[config.mk]
export PLATFORM = sky130hd
export DESIGN_NAME = enemy_formation_ctrl_flat
export DESIGN_NICKNAME = d
export VERILOG_FILES = /design/src/rtl/enemy_formation_if.sv /design/src/rtl/enemy_formation_ctrl.sv /design/src/flat_wrapper.sv
export SDC_FILE = /design/constraint.sdc
export NUM_CORES = 1
export LEC_CHECK = 0
export ABC_AREA = 0
export BUFFER_PORTS_ARGS = -buffer_cell sky130_fd_sc_hd__buf_2
export CAP_MARGIN = 20
export CORE_ASPECT_RATIO = 1.2
export CORE_UTILIZATION = 30
export DETAILED_ROUTE_END_ITERATION = 6
export PLACE_DENSITY_LB_ADDON = 0.3
export REMOVE_ABC_BUFFERS = 1
export SLEW_MARGIN = 20
export SYNTH_ARGS = -nofsm -noshare
export SYNTH_HDL_FRONTEND = slang
export SYNTH_SLANG_ARGS = --single-unit
[constraint.sdc]
create_clock -name clk -period 4.9 [get_ports clk]
set_clock_uncertainty 0.2 [all_clocks]
set_input_delay 0.49 -clock clk [delete_from_list [all_inputs] [get_ports clk]]
set_output_delay 0.49 -clock clk [all_outputs]
set_load 0.005 [all_outputs]
[src/rtl/enemy_formation_if.sv]
// enemy_formation_if: frame request, alive mask and sprite-plotter handshake for enemy_formation_ctrl.
// Carries plotted_cnt only when ENEMY_FORMATION_PLOT_CNT_EN is defined.
interface enemy_formation_if #(parameter int N = 24);
    logic         frame_tick;
    logic [N-1:0] alive;
    logic         enemy_done;
    logic         enemy_enable;
    logic [8:0]   x_pos;
    logic [7:0]   y_pos;
    logic         busy;
    logic         pass_done;
    logic         reached_bottom;
`ifdef ENEMY_FORMATION_PLOT_CNT_EN
    logic [5:0]   plotted_cnt;
    modport master (output frame_tick, alive, enemy_done,
                    input enemy_enable, x_pos, y_pos, busy, pass_done, reached_bottom, plotted_cnt);
    modport slave (input frame_tick, alive, enemy_done,
                   output enemy_enable, x_pos, y_pos, busy, pass_done, reached_bottom, plotted_cnt);
`else
    modport master (output frame_tick, alive, enemy_done,
                    input enemy_enable, x_pos, y_pos, busy, pass_done, reached_bottom);
    modport slave (input frame_tick, alive, enemy_done,
                   output enemy_enable, x_pos, y_pos, busy, pass_done, reached_bottom);
`endif
endinterface

[src/rtl/enemy_formation_ctrl.sv]
// enemy_formation_ctrl: walks the enemy grid once per frame_tick, requesting a plot per live enemy,
// and steps the formation every MOVE_DIV passes. ENEMY_FORMATION_PLOT_CNT_EN adds plotted_cnt.
module enemy_formation_ctrl #(
    parameter int COLS      = 8,
    parameter int ROWS      = 3,
    parameter int X_SPACING = 32,
    parameter int Y_SPACING = 24,
    parameter int STEP_X    = 4,
    parameter int STEP_Y    = 8,
    parameter int MOVE_DIV  = 4,
    parameter int X_START   = 16,
    parameter int Y_START   = 16,
    parameter int Y_LIMIT   = 200
) (
    input logic              clk,
    input logic              reset,
    enemy_formation_if.slave bus
);
    localparam int N      = ROWS * COLS;
    localparam int FORM_W = (COLS - 1) * X_SPACING + 28;
    localparam int FORM_H = (ROWS - 1) * Y_SPACING + 20;
    localparam int IW     = N > 1 ? $clog2(N) : 1;
    localparam int CW     = COLS > 1 ? $clog2(COLS) : 1;
    localparam int RW     = ROWS > 1 ? $clog2(ROWS) : 1;
    localparam int PW     = MOVE_DIV > 1 ? $clog2(MOVE_DIV) : 1;
    // Edge tests rearranged so they compare the origin against constants only
    localparam logic [8:0] SX        = 9'(STEP_X);
    localparam logic [8:0] RIGHT_MAX = 9'(320 - FORM_W - STEP_X);
    localparam logic [7:0] SY        = 8'(STEP_Y);
    localparam logic [8:0] BOTTOM    = 9'(Y_LIMIT - FORM_H);

    typedef enum logic [2:0] {IDLE, SELECT, PLOT, NEXT, MOVE} state_t;

    state_t        state, nxt;
    logic [IW-1:0] idx;
    logic [CW-1:0] col;
    logic [RW-1:0] row;
    logic [PW-1:0] pass_cnt;
    logic [8:0]    ox, x_q;
    logic [7:0]    oy, y_q, ny;
    logic          dir_left, reached, en_q;
    logic          last, col_last, step, edge_hit;

    assign last     = idx == IW'(N - 1);
    assign col_last = col == CW'(COLS - 1);
    assign step     = pass_cnt == PW'(MOVE_DIV - 1) && !reached;
    assign edge_hit = dir_left ? ox < SX : ox > RIGHT_MAX;
    assign ny       = oy + SY;

    assign bus.enemy_enable   = en_q;
    assign bus.x_pos          = x_q;
    assign bus.y_pos          = y_q;
    assign bus.reached_bottom = reached;

    always_ff @(posedge clk or posedge reset) begin
        if (reset) state <= IDLE;
        else       state <= nxt;
    end

    always_comb begin
        nxt = state;
        case (state)
            IDLE:    nxt = bus.frame_tick ? SELECT : IDLE;
            SELECT:  nxt = bus.alive[idx] ? PLOT : NEXT;
            PLOT:    nxt = bus.enemy_done ? NEXT : PLOT;
            NEXT:    nxt = last ? MOVE : SELECT;
            default: nxt = IDLE;
        endcase
    end

    always_comb begin
        bus.busy      = state != IDLE;
        bus.pass_done = state == MOVE;
    end

    always_ff @(posedge clk or posedge reset) begin
        if (reset) begin
            en_q     <= 1'b0;
            x_q      <= '0;
            y_q      <= '0;
            idx      <= '0;
            col      <= '0;
            row      <= '0;
            pass_cnt <= '0;
            ox       <= 9'(X_START);
            oy       <= 8'(Y_START);
            dir_left <= 1'b0;
            reached  <= 1'b0;
        end else begin
            case (state)
                IDLE: if (bus.frame_tick) begin
                    idx <= '0;
                    col <= '0;
                    row <= '0;
                end
                SELECT: begin
                    x_q  <= ox + 9'(col) * 9'(X_SPACING);
                    y_q  <= oy + 8'(row) * 8'(Y_SPACING);
                    en_q <= bus.alive[idx];
                end
                PLOT: en_q <= en_q && !bus.enemy_done;
                NEXT: if (!last) begin
                    idx <= idx + 1'b1;
                    col <= col_last ? '0 : col + 1'b1;
                    row <= col_last ? row + 1'b1 : row;
                end
                MOVE: begin
                    pass_cnt <= pass_cnt == PW'(MOVE_DIV - 1) ? '0 : pass_cnt + 1'b1;
                    if (step && edge_hit) begin
                        oy       <= ny;
                        dir_left <= !dir_left;
                        reached  <= {1'b0, ny} >= BOTTOM;
                    end else if (step) begin
                        ox <= dir_left ? ox - SX : ox + SX;
                    end
                end
                default: ;
            endcase
        end
    end

`ifdef ENEMY_FORMATION_PLOT_CNT_EN
    logic [5:0] plot_acc, plot_cnt_q;

    always_ff @(posedge clk or posedge reset) begin
        if (reset) begin
            plot_acc   <= '0;
            plot_cnt_q <= '0;
        end else if (state == SELECT && bus.alive[idx] && plot_acc != 6'd63) begin
            plot_acc <= plot_acc + 1'b1;
        end else if (state == MOVE) begin
            plot_cnt_q <= plot_acc;
            plot_acc   <= '0;
        end
    end

    assign bus.plotted_cnt = plot_cnt_q;
`endif
endmodule

[src/flat_wrapper.sv]
// flat-port wrapper written by rule: the top's interface ports become plain ports
module enemy_formation_ctrl_flat 
#(
    parameter int COLS      = 8,
    parameter int ROWS      = 3,
    parameter int X_SPACING = 32,
    parameter int Y_SPACING = 24,
    parameter int STEP_X    = 4,
    parameter int STEP_Y    = 8,
    parameter int MOVE_DIV  = 4,
    parameter int X_START   = 16,
    parameter int Y_START   = 16,
    parameter int Y_LIMIT   = 200
)
  (clk, reset, bus_frame_tick, bus_alive, bus_enemy_done, bus_enemy_enable, bus_x_pos, bus_y_pos, bus_busy, bus_pass_done, bus_reached_bottom);
  enemy_formation_if #(.N(24)) bus_i ();
  input logic clk;
  input logic reset;
  input wire logic [$bits(bus_i.frame_tick)-1:0] bus_frame_tick;
  input wire logic [$bits(bus_i.alive)-1:0] bus_alive;
  input wire logic [$bits(bus_i.enemy_done)-1:0] bus_enemy_done;
  output wire logic [$bits(bus_i.enemy_enable)-1:0] bus_enemy_enable;
  output wire logic [$bits(bus_i.x_pos)-1:0] bus_x_pos;
  output wire logic [$bits(bus_i.y_pos)-1:0] bus_y_pos;
  output wire logic [$bits(bus_i.busy)-1:0] bus_busy;
  output wire logic [$bits(bus_i.pass_done)-1:0] bus_pass_done;
  output wire logic [$bits(bus_i.reached_bottom)-1:0] bus_reached_bottom;
  assign bus_i.frame_tick = bus_frame_tick;
  assign bus_i.alive = bus_alive;
  assign bus_i.enemy_done = bus_enemy_done;
  assign bus_enemy_enable = bus_i.enemy_enable;
  assign bus_x_pos = bus_i.x_pos;
  assign bus_y_pos = bus_i.y_pos;
  assign bus_busy = bus_i.busy;
  assign bus_pass_done = bus_i.pass_done;
  assign bus_reached_bottom = bus_i.reached_bottom;
  enemy_formation_ctrl #(.COLS(COLS), .ROWS(ROWS), .X_SPACING(X_SPACING), .Y_SPACING(Y_SPACING), .STEP_X(STEP_X), .STEP_Y(STEP_Y), .MOVE_DIV(MOVE_DIV), .X_START(X_START), .Y_START(Y_START), .Y_LIMIT(Y_LIMIT)) u_core (.clk(clk), .reset(reset), .bus(bus_i));
endmodule
==> summary.md <==
| Metric | Value |
|---|---|
| Status | finished, final reports clean |
| Period utilisation layout | 0.497 |
| I/O Pins | 49 |
| Mean Syn Cell Area | 9.97 µm² |
| Gate power share | 0.298 |
| CP Launch Type | flip-flop |
| Final hold vios | 0 |
| Post-CTS setup buffer count | 0 |
| Setup violators final | 0 |
| DIE WIDTH | 86.2 µm |
| Slowest stage delay, CP | 790 ps |
| Largest area contributor in the netlist | dfrtp_1 |
| Via count | 1895 |
| Worst endpoint required time | around 5000 ps |
| Tot GR Track Use | 0.121 |
| Die H | 103 µm |
| Top cells by area, synth | dfrtp_1 39%, ha_1 8.3%, mux2i_1 4.3% |
| Avg Vias per Cell | 4.60 |
| Cts-stage hold buffer count | 0 |
| Nets | about 340 |
| Multiplexer area fraction after synthesis | 0.0667 |
| Critical path's most frequent cell | nor2_1 |
| Worst path cell trace | ha_1 -> and4b_1 -> nor2_1 -> nor2_1 -> nor4_1 -> a21o_1 |
| RSZ-0062 raised after global routing | no |
| WHS | 117 ps |
| Synth Area in Compound Gates | 0.139 |
| FP Rows | 36 |
| Pin count of the biggest net entering global routing | 43 |
| Starting Density | 0.311 |
| Post-layout util | 0.361 |
| Maximum buffer depth of the clock tree | 2 |
| Port bufs | 43 |
| CP Class | reg2reg |
| Final TNS setup | 0 ps |
| Worst-path clk slew | roughly 80 ps |
| CP arrival | 2430 ps |
| Switching Power | approximately 0.38 mW |
| Sw Share | 0.352 |
| Wire per inst | 12.3 µm |
| Share of layout cells above drive strength 1 | 0.205 |
| Die area | 8880 µm² |
| Synth cell count leaders | 40 x dfrtp_1, 27 x nand2_1, 17 x ha_1, 17 x nor2_1, 16 x o21ai_0 |
| Most common cell in the netlist | dfrtp_1 |
| Max-Cap Viols | 0 |
| Netlist cell types | 52 |
| Main synth FF type | dfrtp_1 |
| Synth Area in XOR/XNOR | 0.0687 |
| Placed insts | approximately 400 |
| Worst Hold Class | in2async |
| Fmax | 411 MHz |
| Synth-to-layout area growth | 15.9% |
| Synthesized instance count | 256 |
| Simple-Gate Fraction of Synth Area | 0.158 |
| Sink Count | 42 |
| Total gr overflow | 0 |
| Worst Slack Setup Final | between 2000 and 2500 ps |
| Clock H-tree levels | 2 |
| Antenna diode count | 0 |
| Routability Congestion | 0.761 |
| Period minus WS final | 2430 ps |
| First-pass GRT wire length | about 8400 µm |
| Yosys warns | 0 |
| Reg power frac | 0.443 |
| Final WL | 5080 µm |
| Remaining antenna violation count | 0 |
| Core Footprint | 8200 µm² |
| Post-synth EDFFs | 0 |
| Adder-cell area share of the yosys netlist | 0.0991 |
| Leak Pwr | around 1.5 nW |
| Max-slew violation count | 0 |
| Worst path bufs/invs | 0 |
| Root Buffer | clkbuf_8 |
| Seq/Total Area, Yosys | 0.413 |
| Syn Std Cell Area | 2550 µm² |
| Post-Layout Cell Count | approximately 410 |
| Residual DRC | 0 |
| Max_slew headroom | 0.546 |
| Worst-margin pin slew | 681 ps |
| Crit path max-delay family | simple AND/OR/NAND/NOR gates |
| Pre-CTS WS | 2490 ps |
| CTS Buf Count | 5 |
| Vias in the first global route | approximately 1800 |
| DR pass1 iterations | 4 |
| Resize count post-CTS | 0 |
| Clock share of power | 0.258 |
| Share of flip-flops with an asynchronous set or reset | 1.00 |
| Internal | 0.695 mW |
| Slowest cell on the critical path | dfrtp_1 |
| Synth top area share | 0.392 |
| DP HPWL | roughly 3700 µm |
| Antenna violations before repair | 0 |
| First DRT Iteration DRCs | 74 |
| Worst-Skew Late Latency | approximately 290 ps |
| Worst Path Max Fanout | 14 |
| Critical path endpoint category | flip-flop |
| Peak VDD IR | between 200 and 250 µV |
| #FFs+latches synth | 42 |
| Power density cells | approximately 360 nW/µm² |
| Main combinational cell family by area after synthesis | simple AND/OR/NAND/NOR gates |
| CTS tree | built |
[stage by stage]
step | total power [mW] | area [µm²]
2_1_floorplan | 0.700 | 2480
3_3_place_gp | 0.801 | 2850
3_5_place_dp | 0.807 | 2850
4_1_cts | 1.09 | 2960
5_1_grt | 1.16 | 2960
6_report | 1.07 | 2960
[cell type report]
type | count | area, µm²
fillers | 875 | 5240
well taps | 114 | 143
clock buffers | 7 | 76.3
inverters | 15 | 56.3
repair buffers | 44 | 223
clock inverters | 1 | 30.0
flip-flops and latches | 42 | 1050
multi-input cells | 189 | 1380
[kinds of logic (layout without fill, tap and decap cells)]
family,after synthesis,after routing
compound gates,52,52
xor+xnor,20,20
fa+ha+maj,19,19
buf+inv,29,67
flops,42,42
mux,15,15
other cells,1,5
simple gates,78,78
[power groups by stage]
| stage | combinational, mW | sequential (mW) | clock, mW |
|---|---|---|---|
| after global placement | 0.322 | 0.479 | 0 |
| after floorplan | 0.235 | 0.465 | 0 |
| after CTS | 0.327 | 0.475 | 0.288 |
| after detailed placement | 0.324 | 0.483 | 0 |
| final | 0.320 | 0.476 | 0.277 |
| after global routing | 0.373 | 0.487 | 0.296 |
[state kept, by name, summed over array words and instances, names as in the netlist]
| name | count |
|---|---|
| u_core.state | 3 |
| u_core.bus.enemy_enable | 1 |
| u_core.bus.y_pos | 5 |
| u_core.bus.reached_bottom | 1 |
| u_core.row | 2 |
| u_core.pass_cnt | 2 |
| u_core.col | 3 |
| u_core.oy | 5 |
| u_core.idx | 5 |
| u_core.bus.x_pos | 7 |
| u_core.ox | 7 |
| u_core.dir_left | 1 |
[path summary, 6_finish.rpt]
check | cells past startpoint | slack, ps | from | to
max | 6 | 2470 | u_core.idx[0]$_DFFE_PP0P_ | u_core.col[0]$_DFFE_PP0P_
max in group asynchronous | 3 | 4000 | reset | u_core.oy[4]$_DFFE_PP1P_
max reg2reg | 6 | 2470 | u_core.idx[0]$_DFFE_PP0P_ | u_core.col[0]$_DFFE_PP0P_
min | 3 | 120 | reset | u_core.bus.x_pos[7]$_DFFE_PP0P_
min in group clk | 2 | 270 | u_core.bus.y_pos[4]$_DFFE_PP0P_ | u_core.bus.y_pos[4]$_DFFE_PP0P_
min reg2reg | 2 | 270 | u_core.bus.y_pos[4]$_DFFE_PP0P_ | u_core.bus.y_pos[4]$_DFFE_PP0P_
[cell usage in the layout (no fill, tap or decap), types with 3 or more instances in the layout]
cell and instances:
ha_1 17, xor2_1 9, a22oi_1 4, or3_1 3, inv_1 15, a21oi_1 8, buf_2 43, nor2b_1 4
xnor2_1 11, clkbuf_8 5, nand3_1 8, nand2_1 27, conb_1 5, dfrtp_1 40, o21ai_0 16, mux2i_1 11
and3_1 3, nor2_1 17, a21o_1 5, nor3b_1 3
[worst register-to-register path, stage by stage (launching register included)]
cell,delay (ps)
dfrtp_1,790
ha_1,330
and4b_1,240
nor2_1,110
nor2_1,410
nor4_1,90
a21o_1,170
[metal layers]
metal / global-route usage / wire length (µm) / vias up / part of all wire
li1: - / - / 962 / -
met1: 0.159 / 2440 / 902 / 0.48
met2: 0.203 / 2450 / 23 / 0.48
met3: 0.0208 / 122 / 8 / 0.024
met4: 0.0423 / 69 / 0 / 0.014
met5: 0 / 0 / - / 0
Power figures use the tool's default switching activity.
